### src/rtl/example_sweep_ctrl_pkg.sv
// rtl/example_sweep_ctrl_pkg.sv - shared types and constants for the example sweep controller
package example_sweep_ctrl_pkg;

  typedef enum logic [2:0] {
    S_IDLE   = 3'd0,
    S_LOAD   = 3'd1,
    S_SETTLE = 3'd2,
    S_SAMPLE = 3'd3,
    S_DONE   = 3'd4
  } sweep_state_t;

  localparam int N_IN = 6;
  localparam int NVEC = 64;
  localparam logic [N_IN-1:0] LAST_VEC = 6'd63;

endpackage

### src/rtl/sweep_settle_cnt.sv
// rtl/sweep_settle_cnt.sv - 4-bit settle counter with clear/enable and terminal flag
module sweep_settle_cnt #(
  parameter int unsigned SETTLE_CYC = 2
) (
  input  logic clk,
  input  logic rst_n,
  input  logic clr,
  input  logic en,
  output logic last
);

  // last flags the final settle cycle so the FSM leaves SETTLE on that edge
  localparam logic [3:0] LAST_CNT = (SETTLE_CYC == 0) ? 4'd0 : 4'(SETTLE_CYC - 1);

  logic [3:0] cnt;

  always_ff @(posedge clk) begin
    if (!rst_n) begin
      cnt <= '0;
    end else if (clr) begin
      cnt <= '0;
    end else if (en) begin
      cnt <= cnt + 4'd1;
    end
  end

  assign last = (cnt == LAST_CNT);

endmodule

### src/rtl/example_sweep_ctrl.sv
// rtl/example_sweep_ctrl.sv - drives all 64 input vectors into `example` and checks Y against a golden table
module example_sweep_ctrl
  import example_sweep_ctrl_pkg::*;
#(
  parameter int unsigned SETTLE_CYC = 2
) (
  input  logic            clk,
  input  logic            rst_n,
  input  logic            start,
  input  logic            abort,
  input  logic [NVEC-1:0] expected,
  input  logic            y_in,
  output logic [N_IN-1:0] drv,
  output logic            busy,
  output logic            done,
  output logic            pass,
  output logic [6:0]      err_cnt,
  output logic [N_IN-1:0] first_fail,
  output logic            first_fail_vld,
  output logic [NVEC-1:0] truth
);

  localparam bit SKIP_SETTLE = (SETTLE_CYC == 0);

  sweep_state_t    state;
  logic [N_IN-1:0] vec;
  logic [NVEC-1:0] exp_l;
  logic            settle_last;
  logic            go;

  sweep_settle_cnt #(.SETTLE_CYC(SETTLE_CYC)) u_settle (
    .clk   (clk),
    .rst_n (rst_n),
    .clr   (state == S_LOAD),
    .en    (state == S_SETTLE),
    .last  (settle_last)
  );

  // A new sweep may only begin from rest; start while mid-sweep is dropped
  assign go = start && ((state == S_IDLE) || (state == S_DONE));

  always_ff @(posedge clk) begin
    if (!rst_n) begin
      state          <= S_IDLE;
      vec            <= '0;
      exp_l          <= '0;
      drv            <= '0;
      busy           <= 1'b0;
      done           <= 1'b0;
      pass           <= 1'b0;
      err_cnt        <= '0;
      first_fail     <= '0;
      first_fail_vld <= 1'b0;
      truth          <= '0;
    end else if (abort && (state != S_IDLE)) begin
      // partial truth/err_cnt/first_fail are kept for post-mortem inspection
      state <= S_IDLE;
      drv   <= '0;
      busy  <= 1'b0;
      done  <= 1'b0;
      pass  <= 1'b0;
    end else begin
      case (state)
        S_IDLE: begin
          drv  <= '0;
          busy <= 1'b0;
        end
        S_LOAD: begin
          drv   <= vec;
          busy  <= 1'b1;
          state <= SKIP_SETTLE ? S_SAMPLE : S_SETTLE;
        end
        S_SETTLE: begin
          if (settle_last) begin
            state <= S_SAMPLE;
          end
        end
        S_SAMPLE: begin
          truth[vec] <= y_in;
          if (y_in != exp_l[vec]) begin
            err_cnt <= err_cnt + 7'd1;
            if (!first_fail_vld) begin
              first_fail     <= vec;
              first_fail_vld <= 1'b1;
            end
          end
          if (vec == LAST_VEC) begin
            state <= S_DONE;
          end else begin
            vec   <= vec + 6'd1;
            state <= S_LOAD;
          end
        end
        S_DONE: begin
          busy <= 1'b0;
          done <= 1'b1;
          pass <= (err_cnt == 7'd0);
        end
        default: state <= S_IDLE;
      endcase

      if (go) begin
        state          <= S_LOAD;
        vec            <= '0;
        exp_l          <= expected;
        truth          <= '0;
        err_cnt        <= '0;
        first_fail     <= '0;
        first_fail_vld <= 1'b0;
        done           <= 1'b0;
        pass           <= 1'b0;
      end
    end
  end

endmodule

### config.mk
export PLATFORM = sky130hd
export DESIGN_NAME = example_sweep_ctrl
export DESIGN_NICKNAME = d
export VERILOG_FILES = /design/src/rtl/example_sweep_ctrl_pkg.sv /design/src/rtl/sweep_settle_cnt.sv /design/src/rtl/example_sweep_ctrl.sv
export SDC_FILE = /design/constraint.sdc
export NUM_CORES = 1
export LEC_CHECK = 0
export CORE_MARGIN = 3
export CORE_UTILIZATION = 50
export DETAILED_ROUTE_END_ITERATION = 10
export GPL_TIMING_DRIVEN = 0
export PLACE_DENSITY = 0.83
export SLEW_MARGIN = 0
export SYNTH_ARGS = -nofsm -noshare
export SYNTH_HDL_FRONTEND = slang
export SYNTH_SLANG_ARGS = --single-unit
export TNS_END_PERCENT = 1
### constraint.sdc
create_clock -name clk -period 6.4 [get_ports clk]
set_input_delay 0.96 -clock clk [delete_from_list [all_inputs] [get_ports clk]]
set_output_delay 0.96 -clock clk [all_outputs]
set_load 0.01 [all_outputs]
==> qor.yml <==
drt:
  first_pass_iters: 5
  wl_per_cell_um: 17.6
  drtAntennaViolNets: 0
  drt_iter0_markers: 1019
  dr_total_vias: 7680
  drt_wl_total_um: 23200
  drc: 0
  via_per_inst: 5.84
clock_network:
  clock_path_buffers: 2
  insertion_delay_ns: 0.44
  ctsResizeCount: 0
  clock-sinks: 164
  cts_setup_buffers: 0
  cts-buffers-inserted: 17
  hold_buffers: 0
  cts_tree: "built"
  path_clk_slew_ns: 0.06
  htree_levels: 4
  cts-root-buf: "clkbuf_16"
yosys:
  syn_nets: 1021
  synth_area_per_cell_sq_um: 7.79
  syn_area_sq_mm: 0.00738
  ys_seq_area_frac: 0.445
  synth_ff_type: "dfxtp_1"
  yosys_warnings: 0
  synth_seq_cells: 164
  ys_types: 52
  syn_inst: 947
  synth_edf_count: 0
  synthArstFlopShare: 0
sta:
  hold_violations: 0
  fin_skew_ns: 0.0109
  postLayoutSetupSlackWorst_ns: 2.92
  finalMaxSlewViolations: 0
  period_needed_ns: 3.48
  worstMarginPinSlew_ns: 1.31
  fin_tns_setup_ns: 0
  slew_headroom: 0.119
  finalSetupViolations: 0
  rsz0062_at_grt: "no"
  fmax_mhz: 287
  fin_crit_sh: 0.544
critical_path:
  start_kind: "input port"
  critPathRequiredTime_ns: 6.74
  critPathMaxFanout: 10
  endpoint_kind: "flip-flop"
  arrival_ns: 3.82
  crit_type: "in2reg"
place:
  hpwl_um: 16100
  preCtsSetupSlack_ns: 2.42
  placed_cell_area_sq_mm: 0.00916
  dp_cells: 1282
  gp_congestion: 0.879
  numPortBuffers: 155
floorplanning:
  die-area_sq_mm: 0.0163
  initial_core_util: 0.522
  io_pins: 156
  coreArea_sq_mm: 0.0141
  die-height_um: 127
  die_x_um: 127
  rows: 43
final_layout:
  fin_cells: 1314
  n_antenna_cell: 0
  drive_above_1_share: 0.0529
  syn_to_final_growth_pct: 32.3
  final_cell_area_sq_mm: 0.00977
  post-route-util: 0.690
  nNetsFinal: 1197
grt:
  grt_pass1_vias: 7300
  grt_use_total: 0.285
  grt_pass1_wl_um: 36800
  grt_max_degree: 17
  overflow: 0
  antenna_found_initial: 0
status:
  status: "finished clean"
min_path:
  hold_path.class: "reg2reg"
power_and_ir_drop:
  power.leakage_nw: 3.38
  cellPowerDensity_mw_per_mm2: 252
  ir_worst_vdd_v: 0.000192
flow_run:
  maxCapViolations: 0
[layout by cell type, fill, tap and decap left out, types with 8 or more instances in the layout]
cell type	n
mux4_2	15
dfxtp_1	164
o21ai_1	8
nor3_1	11
and3_1	21
nand2_1	210
o21ai_0	76
nor2b_1	13
clkbuf_16	17
clkbuf_1	79
nand3_1	15
a21oi_1	209
a31oi_1	11
clkdlybuf4s50_1	155
nor2_1	24
[worst max-delay path: stages]
cell	delay, ns
clkdlybuf4s50_1	0.51
or3b_1	0.35
clkbuf_1	0.23
a21oi_1	0.31
nor2_1	0.18
clkbuf_1	0.28
a21oi_1	0.53
a41oi_1	0.20
a211oi_1	0.28
[flip-flops by register name, summed over array words and instances, names as in the netlist]
signal / flops
busy: 1
state: 3
vec: 6
done: 1
pass: 1
drv: 6
first_fail: 6
u_settle.cnt: 4
first_fail_vld: 1
exp_l: 64
err_cnt: 7
truth: 64
[cell usage after synthesis, drive strengths merged, types with 2 or more instances]
| cell | count | share of area |
|---|---|---|
| inv | 6 | 0.0031 |
| clkbuf | 78 | 0.040 |
| a21oi | 209 | 0.14 |
| nand3b | 2 | 0.0020 |
| nor2b | 13 | 0.011 |
| nor4b | 2 | 0.0024 |
| a22oi | 2 | 0.0020 |
| a21o | 6 | 0.0061 |
| nor3 | 12 | 0.0081 |
| dfxtp | 164 | 0.44 |
| mux2i | 2 | 0.0027 |
| mux4 | 15 | 0.046 |
| buf | 13 | 0.0095 |
| a32oi | 4 | 0.0047 |
| xnor2 | 2 | 0.0024 |
| and3b | 3 | 0.0036 |
| a311oi | 2 | 0.0024 |
| nor2 | 24 | 0.012 |
| nand2 | 210 | 0.11 |
| nand3 | 15 | 0.010 |
| nand4b | 2 | 0.0024 |
| and3 | 21 | 0.018 |
| a31oi | 11 | 0.0093 |
| nor3b | 7 | 0.0078 |
| a211oi | 2 | 0.0020 |
| and2 | 4 | 0.0034 |
| nor4 | 3 | 0.0046 |
| ha | 5 | 0.0085 |
| nor4bb | 2 | 0.0027 |
| xor2 | 3 | 0.0036 |
| o21ai | 84 | 0.057 |
| nand4 | 3 | 0.0025 |
| nand2b | 2 | 0.0017 |
[cell families after synthesis]
group / count (synthesis) / share of synthesized area
and+or+nand+nor: 330 / 0.205
AOI/OAI and AO/OA: 327 / 0.233
DFF: 164 / 0.445
buffers and inverters: 98 / 0.0527
muxes: 18 / 0.0500
xor gates and xnor gates: 5 / 0.00593
adders and majority gates: 5 / 0.00848
[power by group]
part / internal, mW / switching (mW) / leakage, nW
clock network: 0.610 / 0.412 / 0.280
registers: 1.06 / 0.0213 / 1.33
logic: 0.136 / 0.226 / 1.77
total: 1.81 / 0.659 / 3.38
[layout make-up]
type | instances | area, sq um
multi-input combinational | 685 | 3720
buffer | 91 | 363
timing repair buffer | 157 | 1560
sequential | 164 | 3280
clock buffer | 22 | 484
fill | 1119 | 4380
inverter | 7 | 26.3
clock inverter | 8 | 101
tap | 180 | 225
[routing by layer]
layer,vias to the layer above,wire (um),track usage
li1,3648,-,-
met1,3550,9370,0.360
met2,403,10900,0.457
met3,79,2140,0.0790
met4,0,752,0.124
met5,-,0,0
[worst paths after layout]
path | from | endpoint | slack, ns | cells after the start
worst min-delay path | exp_l[6] | exp_l[6] | 0.45 | 2
worst max-delay path | start | vec[5] | 2.92 | 9
worst min register to register | exp_l[6] | exp_l[6] | 0.45 | 2
worst max register to register | vec[1] | truth[56] | 3.26 | 7
[metrics by stage]
step           hold slack (ns)  total power [mW]
2_1_floorplan            0.432              1.32
4_1_cts                  0.452              2.46
3_3_place_gp             0.440              1.45
5_1_grt                  0.467              2.55
6_report                 0.452              2.47
3_5_place_dp             0.443              1.45
Note: power is estimated with default switching activity, not from simulation.
